`src/rtl/ps2_scancode_decoder.sv`:
```
// Scan Code Set 2 byte-stream decoder: prefix FSM, shift tracking, US ASCII translation
// and a first-word fall-through event FIFO with sticky overflow.
module ps2_scancode_decoder #(
  parameter int unsigned FIFO_DEPTH = 4
) (
  input  logic       clk,
  input  logic       rst,
  input  logic       key_valid,
  input  logic [7:0] key_data,
  input  logic       event_ready,
  output logic       event_valid,
  output logic [7:0] event_code,
  output logic       event_extended,
  output logic       event_release,
  output logic [7:0] event_ascii,
  output logic       shift_active,
  output logic       overflow
);

  localparam int unsigned AW = $clog2(FIFO_DEPTH);
  localparam logic [AW:0] PtrOne = (AW + 1)'(1);

  typedef enum logic [1:0] {StIdle, StExt, StBrk, StExtBrk} state_e;

  typedef struct packed {
    logic [7:0] code;
    logic       extended;
    logic       brk;
    logic [7:0] ascii;
  } event_t;

  function automatic logic [7:0] ascii_lut(input logic [7:0] code, input logic shift);
    logic [7:0] a;
    a = 8'h00;
    case (code)
      8'h1C: a = shift ? "A" : "a";
      8'h32: a = shift ? "B" : "b";
      8'h21: a = shift ? "C" : "c";
      8'h23: a = shift ? "D" : "d";
      8'h24: a = shift ? "E" : "e";
      8'h2B: a = shift ? "F" : "f";
      8'h34: a = shift ? "G" : "g";
      8'h33: a = shift ? "H" : "h";
      8'h43: a = shift ? "I" : "i";
      8'h3B: a = shift ? "J" : "j";
      8'h42: a = shift ? "K" : "k";
      8'h4B: a = shift ? "L" : "l";
      8'h3A: a = shift ? "M" : "m";
      8'h31: a = shift ? "N" : "n";
      8'h44: a = shift ? "O" : "o";
      8'h4D: a = shift ? "P" : "p";
      8'h15: a = shift ? "Q" : "q";
      8'h2D: a = shift ? "R" : "r";
      8'h1B: a = shift ? "S" : "s";
      8'h2C: a = shift ? "T" : "t";
      8'h3C: a = shift ? "U" : "u";
      8'h2A: a = shift ? "V" : "v";
      8'h1D: a = shift ? "W" : "w";
      8'h22: a = shift ? "X" : "x";
      8'h35: a = shift ? "Y" : "y";
      8'h1A: a = shift ? "Z" : "z";
      8'h45: a = shift ? ")" : "0";
      8'h16: a = shift ? "!" : "1";
      8'h1E: a = shift ? "@" : "2";
      8'h26: a = shift ? "#" : "3";
      8'h25: a = shift ? "$" : "4";
      8'h2E: a = shift ? "%" : "5";
      8'h36: a = shift ? "^" : "6";
      8'h3D: a = shift ? "&" : "7";
      8'h3E: a = shift ? "*" : "8";
      8'h46: a = shift ? "(" : "9";
      8'h29: a = 8'h20;
      8'h5A: a = 8'h0D;
      8'h66: a = 8'h08;
      8'h0D: a = 8'h09;
      8'h76: a = 8'h1B;
      default: a = 8'h00;
    endcase
    return a;
  endfunction

  state_e      state_q, state_d;
  logic        l_shift_q, l_shift_d;
  logic        r_shift_q, r_shift_d;
  logic        overflow_q;
  logic [AW:0] wptr_q, rptr_q;
  event_t      mem [FIFO_DEPTH];

  logic        emit, emit_ext, emit_brk, discard;
  logic        empty, full, pop, push;
  event_t      new_ev, head;

  always_comb begin
    state_d   = state_q;
    emit      = 1'b0;
    emit_ext  = 1'b0;
    emit_brk  = 1'b0;
    l_shift_d = l_shift_q;
    r_shift_d = r_shift_q;
    // Link-level bytes from the keyboard that never form part of a key sequence in IDLE.
    discard   = (key_data == 8'hFA) || (key_data == 8'hAA) || (key_data == 8'hEE) ||
                (key_data == 8'hFE) || (key_data == 8'h00) || (key_data == 8'hFF);
    if (key_valid) begin
      case (state_q)
        StIdle: begin
          if (key_data == 8'hE0)      state_d = StExt;
          else if (key_data == 8'hF0) state_d = StBrk;
          else if (!discard)          emit = 1'b1;
        end
        StExt: begin
          if (key_data == 8'hF0)      state_d = StExtBrk;
          else if (key_data != 8'hE0) begin
            emit     = 1'b1;
            emit_ext = 1'b1;
            state_d  = StIdle;
          end
        end
        StBrk: begin
          if (key_data == 8'hE0)      state_d = StExtBrk;
          else if (key_data != 8'hF0) begin
            emit     = 1'b1;
            emit_brk = 1'b1;
            state_d  = StIdle;
          end
        end
        default: begin
          if ((key_data != 8'hE0) && (key_data != 8'hF0)) begin
            emit     = 1'b1;
            emit_ext = 1'b1;
            emit_brk = 1'b1;
            state_d  = StIdle;
          end
        end
      endcase
    end
    if (emit && !emit_ext) begin
      if (key_data == 8'h12) l_shift_d = !emit_brk;
      if (key_data == 8'h59) r_shift_d = !emit_brk;
    end
    new_ev.code     = key_data;
    new_ev.extended = emit_ext;
    new_ev.brk      = emit_brk;
    new_ev.ascii    = (emit_ext || emit_brk) ? 8'h00 :
                      ascii_lut(key_data, l_shift_q | r_shift_q);
  end

  assign empty = (wptr_q == rptr_q);
  assign full  = (wptr_q[AW] != rptr_q[AW]) && (wptr_q[AW-1:0] == rptr_q[AW-1:0]);
  assign pop   = !empty && event_ready;
  // When full, a same-cycle pop frees the head slot, which is exactly where wptr points.
  assign push  = emit && (!full || pop);
  assign head  = mem[rptr_q[AW-1:0]];

  always_ff @(posedge clk) begin
    if (rst) begin
      state_q    <= StIdle;
      l_shift_q  <= 1'b0;
      r_shift_q  <= 1'b0;
      overflow_q <= 1'b0;
      wptr_q     <= '0;
      rptr_q     <= '0;
    end else begin
      state_q   <= state_d;
      l_shift_q <= l_shift_d;
      r_shift_q <= r_shift_d;
      if (emit && !push) overflow_q <= 1'b1;
      if (push)          wptr_q     <= wptr_q + PtrOne;
      if (pop)           rptr_q     <= rptr_q + PtrOne;
    end
  end

  always_ff @(posedge clk) begin
    if (!rst && push) mem[wptr_q[AW-1:0]] <= new_ev;
  end

  always_comb begin
    event_valid    = !empty;
    event_code     = empty ? 8'h00 : head.code;
    event_extended = !empty && head.extended;
    event_release  = !empty && head.brk;
    event_ascii    = empty ? 8'h00 : head.ascii;
    shift_active   = l_shift_q | r_shift_q;
    overflow       = overflow_q;
  end

endmodule

```
`config.mk`:
```
export PLATFORM = sky130hd
export DESIGN_NAME = ps2_scancode_decoder
export DESIGN_NICKNAME = d
export VERILOG_FILES = /design/src/rtl/ps2_scancode_decoder.sv
export SDC_FILE = /design/constraint.sdc
export NUM_CORES = 1
export LEC_CHECK = 0
export BUFFER_PORTS_ARGS = -buffer_cell sky130_fd_sc_hd__buf_2
export CORE_MARGIN = 2
export CORE_UTILIZATION = 45
export CTS_CLUSTER_DIAMETER = 100
export DETAILED_ROUTE_END_ITERATION = 16
export HOLD_SLACK_MARGIN = 0.1
export PLACE_DENSITY = 0.76
export REMOVE_ABC_BUFFERS = 1
export SLEW_MARGIN = 20
export SYNTH_ARGS = -nofsm -noshare
export SYNTH_HDL_FRONTEND = slang
export SYNTH_SLANG_ARGS = --single-unit
export TNS_END_PERCENT = 5
```
`constraint.sdc`:
```
create_clock -name clk -period 2.85 [get_ports clk]
set_input_delay 0.285 -clock clk [delete_from_list [all_inputs] [get_ports clk]]
set_output_delay 0.285 -clock clk [all_outputs]
set_load 0.02 [all_outputs]
```
==> run_results.csv <==
group,metric,value,unit
clock_network,cts_setup_buffers,0,
layout,final_cells,530,
global_routing,grt.busiest_layer,"met2",
layout,syn_to_final_growth,12.5,%
global_routing,antenna_found_initial,0,
synthesis,synth-xor-area-share,0.0160,
synthesis,synth_compound_area_frac,0.107,
synthesis,synth_top_family_by_area,"simple AND/OR/NAND/NOR gates",
clock_network,cts_tree,"built",
clock_network,hold_buffers,0,
synthesis,synth_mux_area_frac,0.0967,
detailed_routing,wl_per_cell,18.7,um
min_path,hp-start,"key_valid",
global_routing,grtUsageMet3,0.0244,
floorplan,die_area,10500,um^2
worst_setup_path,r2r-end,"mem[1][14]",
detailed_routing,antenna_left,0,
synthesis,synth_flop_cell,"edfxtp_1",
global_routing,grt_util_met1,0.276,
detailed_routing,routed_wl,9890,um
worst_setup_path,end_kind,"flop",
detailed_routing,dr.pass1.iters,5,
placed_design,dp.cells,514,
detailed_routing,vias,3167,
global_routing,globalRouteMet2Util,0.312,
synthesis,synthSimpleGateAreaFrac,0.200,
synthesis,synth_area,4370,um^2
clock_network,clk_latency,0.35,ns
clock_network,cts_resized,0,
worst_setup_path,r2r_slack,0.76,ns
timing,drv_slew,0,
placed_design,hpwlAfterDp,6820,um
timing,finalSetupViolCount,0,
run_status,status,"finished clean",
clock_network,cts_sinks,81,
synthesis,synth_area_per_cell,12.0,um^2
layout,finalInstanceArea,4920,um^2
placed_design,port-buffer-count,31,
worst_setup_path,reg2regPathDepth,6,
layout,drive_gt1_frac,0.252,
placed_design,place_area,4710,um^2
pwr,power.leakage,0.00163,uW
worst_setup_path,crit_path_end,"mem[0][5]",
timing,tightestPinTransition,0.607,ns
job,cap_violations,0,
timing,setup_tns,0,ns
pwr,vdd_drop_max,0.250,mV
floorplan,core-area,9330,um^2
detailed_routing,initialDrtViolationCount,329,
floorplan,initial_core_util,0.469,
timing,hold_ws,0.273,ns
worst_setup_path,crit_type,"input port to flop",
clock_network,clkTransAtPathRegs,0.09,ns
global_routing,overflow,0,
layout,n_antenna_cell,0,
synthesis,synth_warnings,0,
global_routing,grt_start_max_net_pins,29,
timing,rsz0062_at_grt,"false",
worst_setup_path,worstPathArrival,2.32,ns
worst_setup_path,path_max_fanout,26,
clock_network,root_buffer,"clkbuf_8",
layout,final_cell_mix,"edfxtp_1 (68), buf_2 (31), nor2_1 (26), a21oi_1 (24), nor2b_1 (23)",
clock_network,h-tree-depth,3,
timing,fin_crit_sh,0.783,
timing,fmax,448,MHz
layout,final_nets,413,
floorplan,fp.dieW,103,um
layout,layout_commonest_cell,"edfxtp_1",
floorplan,io_pins,33,
timing,max-slew-margin-rel,0.594,
layout,fillers,781,
detailed_routing,vias_per_cell,5.98,
clock_network,numCtsBuffers,9,
global_routing,track_usage,0.197,
synthesis,synth_cell_types,61,
clock_network,clockBufferDepth,2,
min_path,hold_path_class,"input port to flop",
synthesis,yosysSeqAreaShare,0.526,
synthesis,syn_inst,363,
worst_setup_path,worstPathRequired,2.94,ns
floorplan,die_h,103,um
floorplan,rows,35,
worst_setup_path,rr_startpoint,"wptr_q[1]",
synthesis,synth_fa_ha_area_frac,0.0143,
synthesis,ys_ff_latch,81,
placed_design,gp_congestion,1.03,
global_routing,grt_pass1_wl,15600,um
detailed_routing,drc_errors,0,
timing,hold_viol_final,0,
worst_setup_path,crit_path_start,"key_data[1]",
timing,period_needed,2.23,ns
synthesis,async_reset_ff_frac,0,
timing,fin_skew,0.0192,ns
global_routing,grt_pass1_vias,2981,
pwr,powerDensity,601,nW/um^2
worst_setup_path,cp-start-kind,"input port",
synthesis,synth-edff-count,68,
## metal layers
metal	share of wire	wire length, um	vias up
met5	0	0	-
met4	0.021	206	0
met3	0.069	687	19
met2	0.48	4740	159
met1	0.43	4260	1524
li1	-	-	1465
## worst min-delay path by stage
stage                      end  cells after the start
floorplan             overflow                      1
global placement     l_shift_q                      2
detailed placement   l_shift_q                      2
CTS                 state_q[1]                      3
global route         rptr_q[2]                      2
finish              state_q[0]                      3
## cell usage after synthesis (2+ instances only)
cell,instances,share of area
nor4b_1,2,0.0040
a41oi_1,2,0.0040
xor2_1,5,0.010
o21ai_0,7,0.0080
nor3_1,17,0.019
edfxtp_1,68,0.47
mux4_2,17,0.088
nor2b_1,23,0.033
o31ai_1,3,0.0051
ha_1,5,0.014
a31oi_1,3,0.0043
o2111ai_1,2,0.0040
buf_2,14,0.016
nand2_1,11,0.0094
o32ai_1,4,0.0080
nand3_1,12,0.014
dfxtp_1,13,0.060
nand4b_1,2,0.0040
inv_1,9,0.0077
and2_1,3,0.0043
a2111oi_4,2,0.013
or2_2,2,0.0029
xnor2_1,3,0.0060
nor3b_1,5,0.0086
nor2_1,26,0.022
and3_1,3,0.0043
o211ai_1,3,0.0051
clkbuf_1,7,0.0060
or3_1,3,0.0043
buf_4,4,0.0069
nor4_1,7,0.010
or3b_2,3,0.0060
nand4_1,5,0.0072
a21oi_1,24,0.027
and4_1,2,0.0040
a311oi_1,3,0.0060
nand2b_1,12,0.017
mux2i_1,4,0.0092
## logic make-up after synthesis
| logic type | after synthesis |
|---|---|
| AOI/OAI and AO/OA | 63 |
| xor gates and xnor gates | 8 |
| adders and majority gates | 5 |
| buffers and inverters | 36 |
| DFF | 81 |
| muxes | 21 |
| other | 1 |
| and+or+nand+nor | 148 |
## registers in the layout (all words and copies together), names as in the netlist, named ones only
| signal | cells |
|---|---|
| l_shift_q | 1 |
| mem | 68 |
| overflow | 1 |
| r_shift_q | 1 |
| rptr_q | 3 |
| state_q | 2 |
| wptr_q | 3 |
## cell type report
class                           count  area (um^2)  area share
Sequential cell                    81         2300       0.468
Timing Repair Buffer               48          283      0.0575
Clock inverter                      6         58.8      0.0120
Clock buffer                       10          149      0.0303
Inverter                           10         37.5     0.00763
Multi-Input combinational cell    246         1930       0.392
Tap cell                          129          161      0.0328
## power breakdown
group          switching, uW  total, uW  internal (uW)
clock                    436        822            386
sequential              22.9       1360           1330
combinational            471        779            308
total                    930       2960           2030
## stage by stage
step	setup WS [ns]	total power, uW	utilization
after floorplan	0.0237	1890	-
after detailed placement	0.337	2170	0.505
after global placement	0.355	2150	0.505
after CTS	0.661	2980	0.527
final	0.617	2960	0.527
after global routing	0.557	3100	0.527
## worst max-delay path, stage by stage
cell	delay, ns
buf_2	0.37
or4b_4	0.53
a2111oi_4	0.44
nor4_2	0.10
nand4_2	0.10
o31ai_1	0.08
a41oi_1	0.42
(Power assumes the default switching activity.)
